===== src/rtl/ifu_fetch_ctrl.sv =====
// Instruction fetch controller: holds the PC, fetches one word per retirement,
// and hands the word plus its PC to decode with one-cycle start/done strobes.
module ifu_fetch_ctrl #(
    parameter int                   CPU_WIDTH = 32,
    parameter logic [CPU_WIDTH-1:0] RESET_PC  = '0
) (
    input  logic                 clk,
    input  logic                 rst_n,
    input  logic                 enable,
    input  logic                 wb_done_en,
    input  logic                 redirect_en,
    input  logic [CPU_WIDTH-1:0] redirect_pc,
    output logic                 imem_req,
    output logic [CPU_WIDTH-1:0] imem_addr,
    input  logic                 imem_rvalid,
    input  logic [CPU_WIDTH-1:0] imem_rdata,
    output logic                 ifu_start_en,
    output logic                 ifu_done_en,
    output logic [CPU_WIDTH-1:0] ifu_inst_pc,
    output logic [CPU_WIDTH-1:0] ifu_inst,
    output logic [1:0]           fsm_state
);

    // Memory handshake: imem_req rises and stays high with imem_addr stable until
    // the first cycle imem_rvalid=1 is seen in FETCH; that cycle completes the transfer.
    typedef enum logic [1:0] {
        S_IDLE  = 2'd0,
        S_FETCH = 2'd1,
        S_EXEC  = 2'd2
    } state_t;

    state_t               state_q, state_d;
    logic [CPU_WIDTH-1:0] pc_q, pc_d;
    logic                 req_d;
    logic                 start_d;
    logic                 done_d;
    logic                 capture;

    always_comb begin
        state_d = state_q;
        pc_d    = pc_q;
        req_d   = imem_req;
        start_d = 1'b0;
        done_d  = 1'b0;
        capture = 1'b0;
        case (state_q)
            S_IDLE: begin
                if (enable) begin
                    state_d = S_FETCH;
                    req_d   = 1'b1;
                    start_d = 1'b1;
                end
            end
            S_FETCH: begin
                // A drop of enable here is deliberately ignored: the fetch always completes.
                if (imem_rvalid) begin
                    capture = 1'b1;
                    done_d  = 1'b1;
                    req_d   = 1'b0;
                    state_d = S_EXEC;
                end
            end
            S_EXEC: begin
                if (wb_done_en) begin
                    pc_d = redirect_en ? {redirect_pc[CPU_WIDTH-1:2], 2'b00}
                                       : pc_q + CPU_WIDTH'(4);
                    if (enable) begin
                        state_d = S_FETCH;
                        req_d   = 1'b1;
                        start_d = 1'b1;
                    end else begin
                        state_d = S_IDLE;
                    end
                end
            end
            default: begin
                state_d = S_IDLE;
                req_d   = 1'b0;
            end
        endcase
    end

    always_ff @(posedge clk or negedge rst_n) begin
        if (!rst_n) begin
            state_q      <= S_IDLE;
            pc_q         <= RESET_PC;
            imem_req     <= 1'b0;
            ifu_start_en <= 1'b0;
            ifu_done_en  <= 1'b0;
            ifu_inst     <= '0;
            ifu_inst_pc  <= '0;
        end else begin
            state_q      <= state_d;
            pc_q         <= pc_d;
            imem_req     <= req_d;
            ifu_start_en <= start_d;
            ifu_done_en  <= done_d;
            if (capture) begin
                ifu_inst    <= imem_rdata;
                ifu_inst_pc <= pc_q;
            end
        end
    end

    assign imem_addr = pc_q;
    assign fsm_state = state_q;

endmodule


===== config.mk =====
export PLATFORM = sky130hd
export DESIGN_NAME = ifu_fetch_ctrl
export DESIGN_NICKNAME = d
export VERILOG_FILES = /design/src/rtl/ifu_fetch_ctrl.sv
export SDC_FILE = /design/constraint.sdc
export NUM_CORES = 1
export LEC_CHECK = 0
export ABC_AREA = 1
export BUFFER_PORTS_ARGS = -buffer_cell sky130_fd_sc_hd__buf_2
export CORE_MARGIN = 2
export CORE_UTILIZATION = 30
export CTS_CLUSTER_SIZE = 28
export DETAILED_ROUTE_END_ITERATION = 16
export SLEW_MARGIN = 15
export SYNTH_ARGS = -nofsm -noshare
export SYNTH_HDL_FRONTEND = slang
export SYNTH_SLANG_ARGS = --single-unit

===== constraint.sdc =====
create_clock -name clk -period 1.7 [get_ports clk]
set_input_delay 0.34 -clock clk [delete_from_list [all_inputs] [get_ports clk]]
set_output_delay 0.34 -clock clk [all_outputs]
set_load 0.05 [all_outputs]

-- Word level (Yosys, flattened, before mapping)
Index checks and enable logic that the tools add are counted.
- memories: 0
- memory bits (read-only): 0
- output and inout bits: 101
- bits in writable memories: 0
- word-level logic and storage cells: 32
- register bits: 101
- latch bits: 0
- reduce and logical (&&, ||, !) cells: 4
- equality and inequality tests: 5
- $lt $le $gt $ge: 0
- shifts and indexed selects: 0
- bitwise logic cells: 0
- mux-type cells: 15
- $add $sub $neg: 1
- $mul: 0
- div/mod/pow operators: 0
- operators by type and width (operator ; count):
    $add A32 B3 Y32 const B ; 1
    $mux W32 ; 1
    $mux W1 ; 8
    $mux W2 ; 3
    $ne A2 B2 Y1 const B ; 3
    $pmux W2 S3 ; 1
    $reduce_and A2 Y1 ; 2
    $pmux W1 S3 ; 1
    $reduce_and A3 Y1 ; 1
    $eq A2 B1 Y1 const B ; 1
    $eq A2 B2 Y1 const B ; 1
    $logic_not A2 Y1 ; 1
    $pmux W1 S2 ; 1

-- Logic depth before layout (Yosys ltp)
- depth in word-level cells: 3
- gate-level depth with buffers: 10
- depth with buffers taken out: 10

-- Worst setup path before layout
OpenSTA, ideal clock, no wires.
- path kind: flip-flop to flip-flop
- start: reg pc_q[3], in the netlist imem_addr[3]
- end: reg pc_q[20], in the netlist imem_addr[20]
- path buffers: 0
- slack: -0.109 ns
- data arrival time: 1.691 ns
- cell stages (with the launch flop): 11
- cells stage by stage: dfrtp_1 ha_1 nand2_2 nor2_4 nand2_4 nor2_4 nand3_1 nand2_1 nand2_1 nand2_1 nand2_1
- word-level cells in the longest chain between the ends: 2
- RTL lines (item ; RTL line ; RTL):
    start: declaration ; 33 ; logic [CPU_WIDTH-1:0] pc_q, pc_d;
    start signal: assignment ; 94 ; pc_q <= pc_d;
    $add A32 B3 Y32 ; 66 ; : pc_q + CPU_WIDTH'(4);
    $mux W32 ; 65 ; pc_d = redirect_en ? {redirect_pc[CPU_WIDTH-1:2], 2'b00}
Every way passes these cells.
A chain may end at the register's enable or synchronous reset.

-- Worst setup path in the final report
- start: reg pc_q[3], in the netlist imem_addr[3]
- end: reg pc_q[28], in the netlist imem_addr[28]
The elaborated chain is that of the path after synthesis.

==> results_dict.tcl <==
set metrics [dict create \
    n_fill_cell 1696 \
    die_h_um 132 \
    hold_class "primary input to flop" \
    overflow 0 \
    slew_headroom_pct 66.5 \
    cpMostUsedCell "nand2_1" \
    crit_required_ns 1.94 \
    cp_cell_sequence "ha_2 > nand2_2 > nor2_4 > nand2_4 > nor2_2 > nand2_1 > nand2_1 > nand3_1 > nand2_1 > nand2_1" \
    via_per_inst 4.42 \
    layout-drive-gt1-share_pct 29.8 \
    cts.sinks 97 \
    place_area_mm2 0.00602 \
    power.switching_mw 7.77 \
    clock_tree.htree_level_count 3 \
    path_max_fanout 5 \
    syn_area_mm2 0.00489 \
    clk-insertion-delay-late_ns 0.35 \
    synth_area_leaders "dfrtp_1, nand2_1, o21ai_0" \
    fin_crit_sh_pct 91.2 \
    crit_buf_inv 0 \
    end_kind "flop" \
    whs_endpoint "ifu_inst[8]" \
    r2r_cells 10 \
    synthCells 651 \
    drc 0 \
    ir_drop_v 0.000918 \
    n_antenna_cell 0 \
    dr.pass1.iters 4 \
    combPwrFrac_pct 54.8 \
    max-cap-violations 0 \
    slew_viol_final 0 \
    crit_slowest_cell "dfrtp_2" \
    ys_warn_count 0 \
    r2r_end "imem_addr[28]" \
    first_iter_violations 273 \
    yosysSeqAreaShare_pct 49.6 \
    rsz0062_at_grt "false" \
    final_area_mm2 0.00637 \
    swShare_pct 54.7 \
    synth.top_cell.area_share_pct 49.6 \
    crit_start "imem_addr[3]" \
    wl_mm 14.3 \
    r2r-start "imem_addr[3]" \
    core_mm2 0.0159 \
    numPortBuffers 164 \
    cts_root_buf "clkbuf_16" \
    fin_setup_tns_ns 0 \
    seq_power_share_pct 29.7 \
    clkTransAtPathRegs_ns 0.07 \
    total_power_mw 14.2 \
    hold_viol_final 0 \
    cts_buffers 9 \
    hold_depth 3 \
    fin_nets 891 \
    gp_congestion 0.858 \
    grt_pass1_vias 4340 \
    max-clock-path-buffers 2 \
    hpwl_mm 10.9 \
    status "completed" \
    max_freq_ghz 0.645 \
    fin_crit_ns 1.55 \
    row_count 46 \
    worstMarginPinSlew_ns 0.502 \
    multiInputGateArea_mm2 0.00212 \
    die_w_um 132 \
    ios 171 \
    avgSynthCellArea_um2 7.52 \
    setup_viol 0 \
    wire_per_inst_um 13.8 \
    antenna_left 0 \
    tritoncts "built" \
    ys_ff_latch 97 \
    critical_path.top_delay_family "simple AND/OR/NAND/NOR gates" \
    seq_area_mm2 0.00243 \
    power.internal_mw 6.43 \
    syn_to_final_growth_pct 30.1 \
    critPathKind "flop to flop" \
    arrival_ns 1.79 \
    vias 4605 \
    dieArea_mm2 0.0174 \
    synth_cell_types 29 \
    grt_antenna_before_repair 0 \
    p_per_area_mw_per_mm2 2230 \
    finalClockSkew_ns 0.00955 \
    startpoint_type "flop" \
    grt_pass1_wl_mm 23.1 \
    grt_max_degree 70 \
    initial_core_util_pct 30.7 \
    leakage_nw 3.40 \
    p_clk_share_pct 15.5 \
    min_from "imem_rdata[8]" \
    rrSetupSlack_ns 0.15 \
    slowest_delay_ns 0.40 \
    track_usage_pct 16.9 \
    synth_top_cell_by_area "dfrtp_1" \
]
-- registers in the layout (all words and copies together), names as in the netlist --
register	cells
imem_addr	30
fsm_state	2
ifu_inst_pc	30
ifu_start_en	1
ifu_done_en	1
imem_req	1
ifu_inst	32
-- worst max-delay path by stage --
stage	endpoint	cells past startpoint
detailed placement	imem_addr[28]	10
global route	imem_addr[22]	10
CTS	imem_addr[28]	10
global placement	imem_addr[20]	10
floorplan	imem_addr[20]	10
finish	imem_addr[28]	10
-- power groups by stage --
stage                     Sequential, mW  Combinational (mW)  Clock [mW]
after floorplan                     7.79                2.15           0
after CTS                           4.22                7.82        2.28
after detailed placement            4.26                7.80           0
final                               4.21                7.78        2.21
after global routing                4.38                8.37        2.35
after global placement              4.24                7.75           0
-- cells in the final DEF (no fill, tap or decap), types with 3 or more instances in the layout --
cell / instances
nand3_1: 31
inv_1: 50
conb_1: 4
dfrtp_1: 95
nand2_1: 262
buf_2: 163
clkbuf_1: 3
inv_2: 5
buf_4: 16
clkbuf_16: 9
nor2_4: 9
nor2_1: 51
buf_12: 4
nand2_2: 14
a21oi_1: 18
nor2_2: 13
o21ai_1: 8
o21ai_0: 46
-- final cells by class --
type	instances	area share (%)
well taps	216	4.24
clock buffers	13	3.93
flip-flops and latches	97	38.2
clock inverters	3	1.02
inverters	55	3.24
repair buffers	184	16.1
multi-input cells	473	33.3
-- synth_stat cells (all sizes together) --
| cell type | instances |
|---|---|
| dfrtp | 97 |
| conb | 1 |
| nor3 | 4 |
| ha | 1 |
| o31ai | 1 |
| or2 | 1 |
| a21oi | 18 |
| nand4 | 2 |
| buf | 19 |
| clkbuf | 10 |
| and2 | 1 |
| a22oi | 1 |
| o22ai | 2 |
| nand3b | 1 |
| nand2 | 278 |
| inv | 55 |
| nor2 | 73 |
| nand3 | 32 |
| o21ai | 54 |
-- what timing repair did --
item | in CTS | in global routing
resized for setup | 0 | 1
hold buffers | 1 | 0
buffers inserted | 0 | 2
endpoints found under the hold margin | 31 | 0
setup endpoints to repair | 0 | 1
-- routing by layer --
layer  GRT usage [%]  vias to the layer above  routed length, µm
li1                -                     2359                  -
met2            25.7                      154               6130
met3            4.00                       11                938
met5               0                        -                  0
met1            23.8                     2081               7080
met4            5.07                        0                189
-- cells by family after synthesis --
family          after synthesis  synth area share (%)
simple gates                392                  34.6
flops                        97                  49.6
buf+inv                      84                  7.52
fa+ha+maj                     1                 0.256
compound gates               76                  7.92
other cells                   1                0.0766
-- metrics by stage --
step	worst slack [ns]	util, %	hold WS [ns]	cells
finish	0.149	39.9	0.189	1041
global placement	0.179	37.8	0.352	1022
floorplan	0.0668	-	0.0444	654
global route	0.0184	39.9	0.201	1041
CTS	0.153	39.8	0.179	1039
detailed placement	0.155	37.8	0.348	1022
-- tightest hold or removal path: cells and delay by family --
| family | cells | cell delay (ns) |
|---|---|---|
| and+or+nand+nor | 2 | 0.09 |
| buffers and inverters | 1 | 0.07 |
Note: power is estimated with default switching activity, not from simulation.
